--- src/rtl/uart_pkg.sv ---
// Shared UART definitions: FSM encoding, default widths, register bit ordinals
// and the parity helper used by the transmitter.
package uart_pkg;

    localparam int DEFAULT_DATA_WIDTH = 8;
    localparam int DEFAULT_DIV_WIDTH  = 16;
    localparam int MAX_DATA_WIDTH     = 9;

    localparam logic [2:0] ST_IDLE   = 3'd0;
    localparam logic [2:0] ST_START  = 3'd1;
    localparam logic [2:0] ST_DATA   = 3'd2;
    localparam logic [2:0] ST_PARITY = 3'd3;
    localparam logic [2:0] ST_STOP   = 3'd4;

    typedef enum logic [2:0] {
        S_IDLE   = ST_IDLE,
        S_START  = ST_START,
        S_DATA   = ST_DATA,
        S_PARITY = ST_PARITY,
        S_STOP   = ST_STOP
    } tx_state_e;

    // CTRL register bit ordinals
    localparam int CTRL_START   = 0;
    localparam int CTRL_PAR_EN  = 1;
    localparam int CTRL_PAR_ODD = 2;
    localparam int CTRL_STOP2   = 3;

    // STATUS register bit ordinals
    localparam int STATUS_BUSY    = 0;
    localparam int STATUS_TX_DONE = 1;

    // Even parity is the XOR of the payload; odd parity is its complement.
    // Callers zero-extend narrower payloads, which leaves the XOR unchanged.
    function automatic logic calc_parity(input logic [MAX_DATA_WIDTH-1:0] data,
                                         input logic                      odd);
        return (^data) ^ odd;
    endfunction

endpackage

--- src/rtl/uart_baud_gen.sv ---
// Bit-period timer: counts 0..div_i and emits a one-cycle tick on the last
// count of each period. Shared between the UART transmitter and receiver.
module uart_baud_gen
    import uart_pkg::*;
#(
    parameter int DIV_WIDTH = DEFAULT_DIV_WIDTH
) (
    input  logic                 clk_i,
    input  logic                 rst_ni,
    input  logic                 clear_i,
    input  logic                 enable_i,
    input  logic [DIV_WIDTH-1:0] div_i,
    output logic                 bit_tick_o
);

    logic [DIV_WIDTH-1:0] cnt_q;
    logic [DIV_WIDTH-1:0] cnt_d;
    logic                 at_end;

    assign at_end     = (cnt_q == div_i);
    assign bit_tick_o = enable_i && !clear_i && at_end;

    // NOTE: every combinational output gets a default first, so no path leaves it unassigned (no latch).
    always_comb begin
        cnt_d = cnt_q;
        if (clear_i) begin
            cnt_d = '0;
        end else if (enable_i) begin
            cnt_d = at_end ? '0 : cnt_q + DIV_WIDTH'(1);
        end
    end

    // NOTE: sequential state uses non-blocking assignments so all flops update together at the edge.
    always_ff @(posedge clk_i or negedge rst_ni) begin
        if (!rst_ni) begin
            cnt_q <= '0;
        end else begin
            cnt_q <= cnt_d;
        end
    end

endmodule

--- src/rtl/uart_tx.sv ---
// UART transmitter: accepts a start request from the control register, serialises
// start/data/parity/stop bits LSB first and reports acceptance and completion.
module uart_tx
    import uart_pkg::*;
#(
    parameter int DATA_WIDTH = DEFAULT_DATA_WIDTH,
    parameter int DIV_WIDTH  = DEFAULT_DIV_WIDTH
) (
    input  logic                  clk_i,
    input  logic                  rst_ni,
    input  logic                  start_i,
    input  logic [DATA_WIDTH-1:0] data_i,
    input  logic [DIV_WIDTH-1:0]  baud_div_i,
    input  logic                  parity_en_i,
    input  logic                  parity_odd_i,
    input  logic                  stop2_i,
    output logic                  ready_o,
    output logic                  start_clr_o,
    output logic                  done_o,
    output logic                  busy_o,
    output logic                  tx_o
);

    localparam int BIT_CNT_W = (DATA_WIDTH > 1) ? $clog2(DATA_WIDTH) : 1;
    localparam logic [BIT_CNT_W-1:0] LAST_BIT = BIT_CNT_W'(DATA_WIDTH - 1);

    tx_state_e             state_q,      state_d;
    logic [DATA_WIDTH-1:0] shift_q,      shift_d;
    logic [BIT_CNT_W-1:0]  bit_cnt_q,    bit_cnt_d;
    logic                  stop_cnt_q,   stop_cnt_d;
    logic [DIV_WIDTH-1:0]  baud_div_q,   baud_div_d;
    logic                  parity_en_q,  parity_en_d;
    logic                  parity_bit_q, parity_bit_d;
    logic                  stop2_q,      stop2_d;
    logic                  tx_q,         tx_d;
    logic                  done_q,       done_d;

    logic                  accept;
    logic                  bit_tick;
    logic                  in_idle;

    assign in_idle = (state_q == S_IDLE);

    // Counter is held at zero in IDLE so the first start-bit cycle begins a full period.
    uart_baud_gen #(
        .DIV_WIDTH (DIV_WIDTH)
    ) u_baud_gen (
        .clk_i      (clk_i),
        .rst_ni     (rst_ni),
        .clear_i    (in_idle),
        .enable_i   (!in_idle),
        .div_i      (baud_div_q),
        .bit_tick_o (bit_tick)
    );

    always_comb begin
        state_d      = state_q;
        shift_d      = shift_q;
        bit_cnt_d    = bit_cnt_q;
        stop_cnt_d   = stop_cnt_q;
        baud_div_d   = baud_div_q;
        parity_en_d  = parity_en_q;
        parity_bit_d = parity_bit_q;
        stop2_d      = stop2_q;
        done_d       = 1'b0;
        accept       = 1'b0;

        case (state_q)
            S_IDLE: begin
                if (start_i) begin
                    accept       = 1'b1;
                    shift_d      = data_i;
                    baud_div_d   = baud_div_i;
                    parity_en_d  = parity_en_i;
                    parity_bit_d = calc_parity(MAX_DATA_WIDTH'(data_i), parity_odd_i);
                    stop2_d      = stop2_i;
                    bit_cnt_d    = '0;
                    stop_cnt_d   = 1'b0;
                    state_d      = S_START;
                end
            end
            S_START: begin
                if (bit_tick) state_d = S_DATA;
            end
            S_DATA: begin
                if (bit_tick) begin
                    if (bit_cnt_q == LAST_BIT) begin
                        state_d = parity_en_q ? S_PARITY : S_STOP;
                    end else begin
                        bit_cnt_d = bit_cnt_q + BIT_CNT_W'(1);
                        shift_d   = shift_q >> 1;
                    end
                end
            end
            S_PARITY: begin
                if (bit_tick) state_d = S_STOP;
            end
            S_STOP: begin
                if (bit_tick) begin
                    if (stop2_q && !stop_cnt_q) begin
                        stop_cnt_d = 1'b1;
                    end else begin
                        state_d = S_IDLE;
                        done_d  = 1'b1;
                    end
                end
            end
            default: state_d = S_IDLE;
        endcase

        // The line level is a function of the state being entered, so tx_o is
        // registered yet aligned with the state it belongs to.
        case (state_d)
            S_START:  tx_d = 1'b0;
            S_DATA:   tx_d = shift_d[0];
            S_PARITY: tx_d = parity_bit_q;
            default:  tx_d = 1'b1;
        endcase
    end

    always_ff @(posedge clk_i or negedge rst_ni) begin
        if (!rst_ni) begin
            state_q      <= S_IDLE;
            shift_q      <= '0;
            bit_cnt_q    <= '0;
            stop_cnt_q   <= 1'b0;
            baud_div_q   <= '0;
            parity_en_q  <= 1'b0;
            parity_bit_q <= 1'b0;
            stop2_q      <= 1'b0;
            tx_q         <= 1'b1;
            done_q       <= 1'b0;
        end else begin
            state_q      <= state_d;
            shift_q      <= shift_d;
            bit_cnt_q    <= bit_cnt_d;
            stop_cnt_q   <= stop_cnt_d;
            baud_div_q   <= baud_div_d;
            parity_en_q  <= parity_en_d;
            parity_bit_q <= parity_bit_d;
            stop2_q      <= stop2_d;
            tx_q         <= tx_d;
            done_q       <= done_d;
        end
    end

    assign ready_o     = in_idle;
    assign busy_o      = !in_idle;
    assign start_clr_o = accept;
    assign done_o      = done_q;
    assign tx_o        = tx_q;

endmodule

--- config.mk ---
export PLATFORM = sky130hd
export DESIGN_NAME = uart_tx
export DESIGN_NICKNAME = d
export VERILOG_FILES = /design/src/rtl/uart_pkg.sv /design/src/rtl/uart_baud_gen.sv /design/src/rtl/uart_tx.sv
export SDC_FILE = /design/constraint.sdc
export NUM_CORES = 1
export LEC_CHECK = 0
export ABC_AREA = 1
export CAP_MARGIN = 25
export CORE_ASPECT_RATIO = 0.6
export CORE_MARGIN = 3
export CORE_UTILIZATION = 57
export CTS_BUF_LIST = sky130_fd_sc_hd__clkbuf_4 sky130_fd_sc_hd__clkbuf_8 sky130_fd_sc_hd__clkbuf_16
export CTS_CLUSTER_DIAMETER = 150
export CTS_CLUSTER_SIZE = 16
export DETAILED_ROUTE_END_ITERATION = 10
export PLACE_DENSITY = 0.93
export SLEW_MARGIN = 25
export SYNTH_ARGS = -nofsm -noshare
export SYNTH_HDL_FRONTEND = slang
export SYNTH_HIERARCHICAL = 1
export SYNTH_SLANG_ARGS = --single-unit
--- constraint.sdc ---
create_clock -name clk_i -period 2.7 [get_ports clk_i]
set_input_delay 0.675 -clock clk_i [delete_from_list [all_inputs] [get_ports clk_i]]
set_output_delay 0.675 -clock clk_i [all_outputs]
set_load 0.05 [all_outputs]
# After elaboration in Yosys (flattened, before gate mapping)
# Index checks and enable logic that the tools add are counted.
# Widths: inputs -> output; s select.
[op_classes] bitwise=1 n_mux=29 reduce_logical=11 addsub=2 n_eq_ne=14
[ops] cell="$mux 3" n=11
[ops] cell="$mux 16" n=2
[ops] cell="$mux 8" n=3
[ops] cell="$add 16x1->16 const B" n=1
[ops] cell="$eq 16x16->1" n=1
[ops] cell="$pmux 8 s2" n=1
[ops] cell="$pmux 3 s5" n=1
[ops] cell="$eq 3x2->1 const B" n=4
[ops] cell="$ne 2x2->1 const B" n=5
[ops] cell="$reduce_xor 9->1" n=1
[ops] cell="$mux 1" n=8
[ops] cell="$reduce_and 4->1" n=2
[ops] cell="$eq 3x1->1 const B" n=2
[ops] cell="$eq 3x3->1 const B" n=2
[ops] cell="$pmux 3 s2" n=1
[ops] cell="$reduce_bool 2->1" n=2
[ops] cell="$add 3x1->3 const B" n=1
[ops] cell="$logic_not 3->1" n=1
[ops] cell="$pmux 1 s3" n=1
[ops] cell="$logic_and 1x1->1" n=2
[ops] cell="$logic_not 1->1" n=2
[ops] cell="$pmux 1 s2" n=1
[ops] cell="$reduce_and 2->1" n=1
[ops] cell="$xor 1x1->1" n=1
[word_totals] output_inout_bits=5 ff_bits=52 word_cells=69

# Depth between registers and ports, before layout
[depth] depth_word=7 mapped_depth=18

# Cells and area by module
# Netlist, hierarchy kept.
[modules_own_cells] mod="uart_tx" area_per_inst_um2=1791.7 n_inst=1 seq_area_each_um2=902.1 cells_each=211
[modules_own_cells] mod="uart_baud_gen" area_per_inst_um2=1398.8 n_inst=1 seq_area_each_um2=400.4 cells_each=234

# Worst setup path after synthesis
# OpenSTA, ideal clock, no wires.
[synth_timing] path_type="register to register" start="register state_q[1]" end="register shift_q[4]" setup_slack_ps=519 n_path_buf=1 path_stages_with_launch=11 arrival_ps=2051 t_required_ps=2571 path_cell_list="dfrtp_1 nor2_4 nand2_4 inv_1 nor3_4 inv_1 nor2_1 nand2_4 buf_6 nand3_1 o221ai_2"
[synth_between] elab_chain_cells=5
[synth_rtl] element="start, declared" line_no="uart_tx.sv:27" source="tx_state_e state_q, state_d;"
[synth_rtl] element="start signal, assigned" line_no="uart_tx.sv:134" source="state_q <= state_d;"
[synth_rtl] element="$logic_not 3->1" line_no="uart_tx.sv:42" source="assign in_idle = (state_q == S_IDLE);"
[synth_rtl] element="$logic_not 1->1"
[synth_rtl] element="named net busy_o" line_no="uart_tx.sv:20" source="output logic busy_o,"
[synth_rtl] element="$logic_and 1x1->1" line_no="uart_baud_gen.sv:21" source="assign bit_tick_o = enable_i && !clear_i && at_end;"
[synth_rtl] element="named net bit_tick" line_no="uart_tx.sv:39" source="logic bit_tick;"
[synth_rtl] element="$ne 2x2->1 (no source line)"
[synth_rtl] element="$reduce_and 4->1 (no source line)"
[synth_rtl] element="end signal, assigned" line_no="uart_tx.sv:135" source="shift_q <= shift_d;"
[synth_rtl] element="end, declared" line_no="uart_tx.sv:28" source="logic [DATA_WIDTH-1:0] shift_q, shift_d;"
# The timed path passes the listed nets, and every way through them passes these cells.
# A chain may end at the register's enable or synchronous reset.

# Worst setup path in the final report
[layout_timing] start="register state_q[1]" end="output busy_o"
[layout_between] elab_chain_cells=2
[layout_rtl] element="$logic_not 3->1" line_no="uart_tx.sv:42"
[layout_rtl] element="$logic_not 1->1" line_no="uart_tx.sv:148" source="assign busy_o = !in_idle;"
[layout_rtl] element="end, declared" line_no="uart_tx.sv:20"
# No other way between the ends.

==> flow_metrics.env <==
export IMPL_synth_xor_area_share_pct=2.75
export IMPL_postCtsSetupRepairBufs=0
export IMPL_power_internal_mw=1.87
export IMPL_rrSetupSlack_ns=0.33
export IMPL_syn_avg_cell_area_um2=7.17
export IMPL_cts_tree="built"
export IMPL_grtUsageTotal_pct=24.7
export IMPL_setup_viol=0
export IMPL_grt_ovfl_total=0
export IMPL_synthDistinctLibCells=35
export IMPL_drtAntennaViolNets=0
export IMPL_seq_area_frac_synth_pct=40.8
export IMPL_fp_dieH_um=64.0
export IMPL_fin_crit_sh_pct=93.1
export IMPL_p_leak_nw=1.98
export IMPL_rsz0062_at_grt="false"
export IMPL_final_nets=515
export IMPL_startpoint_type="flip-flop"
export IMPL_min_period_ns=2.51
export IMPL_drv_cap=0
export IMPL_drt_first_iter_violations=251
export IMPL_synth_seq_cells=52
export IMPL_synth_simple_gate_area_share_pct=40.2
export IMPL_swShare_pct=40.8
export IMPL_drv_slew=0
export IMPL_status="finished clean"
export IMPL_pre_cts_ws_ns=0.402
export IMPL_slew_headroom_pct=66.4
export IMPL_drive_gt1_share_pct=13.5
export IMPL_ys_warn_count=6
export IMPL_clock_sinks=52
export IMPL_max_freq_mhz=398
export IMPL_grt_busiest_layer="met2"
export IMPL_synth_mux_area_share_pct=0
export IMPL_synth_top_family_by_area="simple AND/OR/NAND/NOR gates"
export IMPL_grtUsageMet2_pct=39.6
export IMPL_io_buffers=34
export IMPL_cts_hold_buf=0
export IMPL_synth_compound_area_share_pct=4.94
export IMPL_syn_nets=478
export IMPL_power_density_nw_per_um2=852
export IMPL_fin_tns_setup_ns=0
export IMPL_htreeDepth=2
export IMPL_wl_mm=7.53
export IMPL_met3_usage_pct=4.25
export IMPL_dr_total_vias=2968
export IMPL_switchingPower_mw=1.28
export IMPL_clkTransAtPathRegs_ns=0.09
export IMPL_coreArea_um2=5230
export IMPL_finClkSkew_ns=0.00526
export IMPL_clockRootBuffer="clkbuf_8"
export IMPL_synth_cells=445
export IMPL_hp_class="input port to async pin"
export IMPL_antenna_cells=0
export IMPL_drt_pass1_iterations=5
export IMPL_cp_arrival_ns=1.84
export IMPL_dieArea_um2=6560
export IMPL_syn_area_um2=3190
export IMPL_grt_pass1_vias=2780
export IMPL_routabilityCongestion=0.874
export IMPL_die_width_um=103
export IMPL_crit_fanout=7
export IMPL_ctsLongestPathBuffers=2
export IMPL_power_frac_comb_pct=38.2
export IMPL_power_frac_clock_pct=18.6
export IMPL_cp_end_kind="output pin"
export IMPL_dpl_hpwl_mm=5.64
export IMPL_worst_pin_slew_ns=0.502
export IMPL_ios=35
export IMPL_reg2reg_depth=14
export IMPL_initial_utilization_pct=61.0
export IMPL_synthToLayoutAreaGrowth_pct=15.9
export IMPL_clock_latency_ns=0.30
export IMPL_critical_path_class="flip-flop to output pin"
export IMPL_finalHoldViolCount=0
export IMPL_cts_buffers=5
export IMPL_ctsResizeCount=0
export IMPL_grt_max_degree=35
export IMPL_grt_antenna_before_repair=0
export IMPL_route_detailed_drc=0
export IMPL_reg2reg_from="u_baud_gen/cnt_q[2]"
export IMPL_r2r_end="bit_cnt_q[0]"
export IMPL_fin_ws_ns=0.186
export IMPL_grt_use_met1_pct=34.8
export IMPL_ir_worst_vdd_uv=618
export IMPL_grt_pass1_wl_mm=12.8
export IMPL_seqPwrFrac_pct=43.2
export IMPL_n_fill_cell=408
export IMPL_rows=20
export IMPL_critPathRequiredTime_ns=2.03
export IMPL_viasPerCell=5.41
export IMPL_avgRoutedWirePerCell_um=13.7
export IMPL_synthAdderAreaFrac_pct=1.18
-- cells in the final DEF (no fill, tap or decap), types with 5 or more instances in the layout --
| cell | count |
|---|---|
| nand2_1 | 201 |
| dfrtp_1 | 51 |
| inv_1 | 41 |
| nand3_1 | 32 |
| clkdlybuf4s50_1 | 31 |
| nor2_1 | 26 |
| inv_2 | 16 |
| nand3_2 | 12 |
| xor2_1 | 8 |
| o21ai_0 | 7 |
| clkbuf_8 | 7 |
| buf_4 | 7 |
| nor2_2 | 5 |
-- routing by layer --
layer  part of all wire [%]  routed length (µm)  up-vias
met4                   0.77                  58        0
met2                     45                3420      131
li1                       -                   -     1441
met3                    8.2                 617        9
met5                      0                   0        -
met1                     46                3430     1387
-- worst max-delay path, cell delays in order, from the launching register on --
cell             delay, ns
dfrtp_1               0.51
nor2_4                0.09
nand2_4               0.12
clkdlybuf4s50_1       0.82
-- cells by family (layout without fill, tap and decap cells) --
group	count (synthesis)	after routing
flops	52	52
buf+inv	71	109
simple gates	288	288
fa+ha+maj	3	3
compound gates	21	21
xor+xnor	10	10
-- power by group through the flow --
stage	Clock, mW	Combinational, mW	Sequential (mW)
2_1_floorplan	0	0.914	1.30
3_3_place_gp	0	1.13	1.34
3_5_place_dp	0	1.20	1.37
4_1_cts	0.588	1.21	1.36
5_1_grt	0.633	1.38	1.40
6_report	0.588	1.20	1.36
-- Yosys cell counts (all sizes together) --
cell type / n / share of area, %
o32ai: 1 / 0.27
o21ai: 10 / 1.7
dfrtp: 51 / 40
ha: 3 / 1.2
a22oi: 3 / 0.86
clkinv: 2 / 0.24
o221ai: 1 / 0.47
nand2: 205 / 25
nand4: 4 / 0.78
o21a: 1 / 0.24
a21oi: 2 / 0.31
o211ai: 2 / 0.78
nor3: 2 / 0.67
xnor2: 2 / 0.55
nand3: 44 / 8.8
inv: 59 / 7.1
a32o: 1 / 0.31
buf: 9 / 2.7
dfstp: 1 / 0.82
nor2: 33 / 5.0
clkbuf: 1 / 0.12
xor2: 8 / 2.2
-- metrics by stage --
step | total power [mW] | instance area (µm²) | utilization [%] | hold WS, ns | instances
after floorplan | 2.21 | 3190 | - | 0.379 | 445
after global placement | 2.47 | 3570 | 68.3 | 0.462 | 541
after detailed placement | 2.57 | 3570 | 68.3 | 0.466 | 541
after CTS | 3.15 | 3700 | 70.7 | 0.282 | 549
after global routing | 3.41 | 3700 | 70.7 | 0.287 | 549
final | 3.15 | 3700 | 70.7 | 0.271 | 549
-- sequential cells by signal (all words and copies together), names as in the netlist --
signal            cells
baud_div_q           16
bit_cnt_q             3
tx_o                  1
done_o                1
stop_cnt_q            1
state_q               3
shift_q               8
u_baud_gen/cnt_q     16
parity_bit_q          1
parity_en_q           1
stop2_q               1
-- cell type report --
class,instances,area [µm²],area share (%)
clock inverters,1,30.0,0.812
flip-flops and latches,52,1300,35.2
repair buffers,40,388,10.5
well taps,66,82.6,2.23
clock buffers,7,96.3,2.61
multi-input cells,322,1560,42.3
inverters,61,234,6.33
-- worst max-delay path by stage --
| stage | from | end | slack (ns) | depth (start not counted) |
|---|---|---|---|---|
| 6_report | state_q[1] | busy_o | 0.19 | 3 |
| 2_1_floorplan | state_q[1] | shift_q[4] | 0.52 | 10 |
| 4_1_cts | state_q[1] | busy_o | 0.17 | 3 |
| 5_1_grt | state_q[1] | busy_o | 0.09 | 3 |
| 3_5_place_dp | u_baud_gen/cnt_q[2] | bit_cnt_q[0] | 0.40 | 14 |
| 3_3_place_gp | start_i | start_clr_o | 0.45 | 4 |
Power figures use the tool's default switching activity.
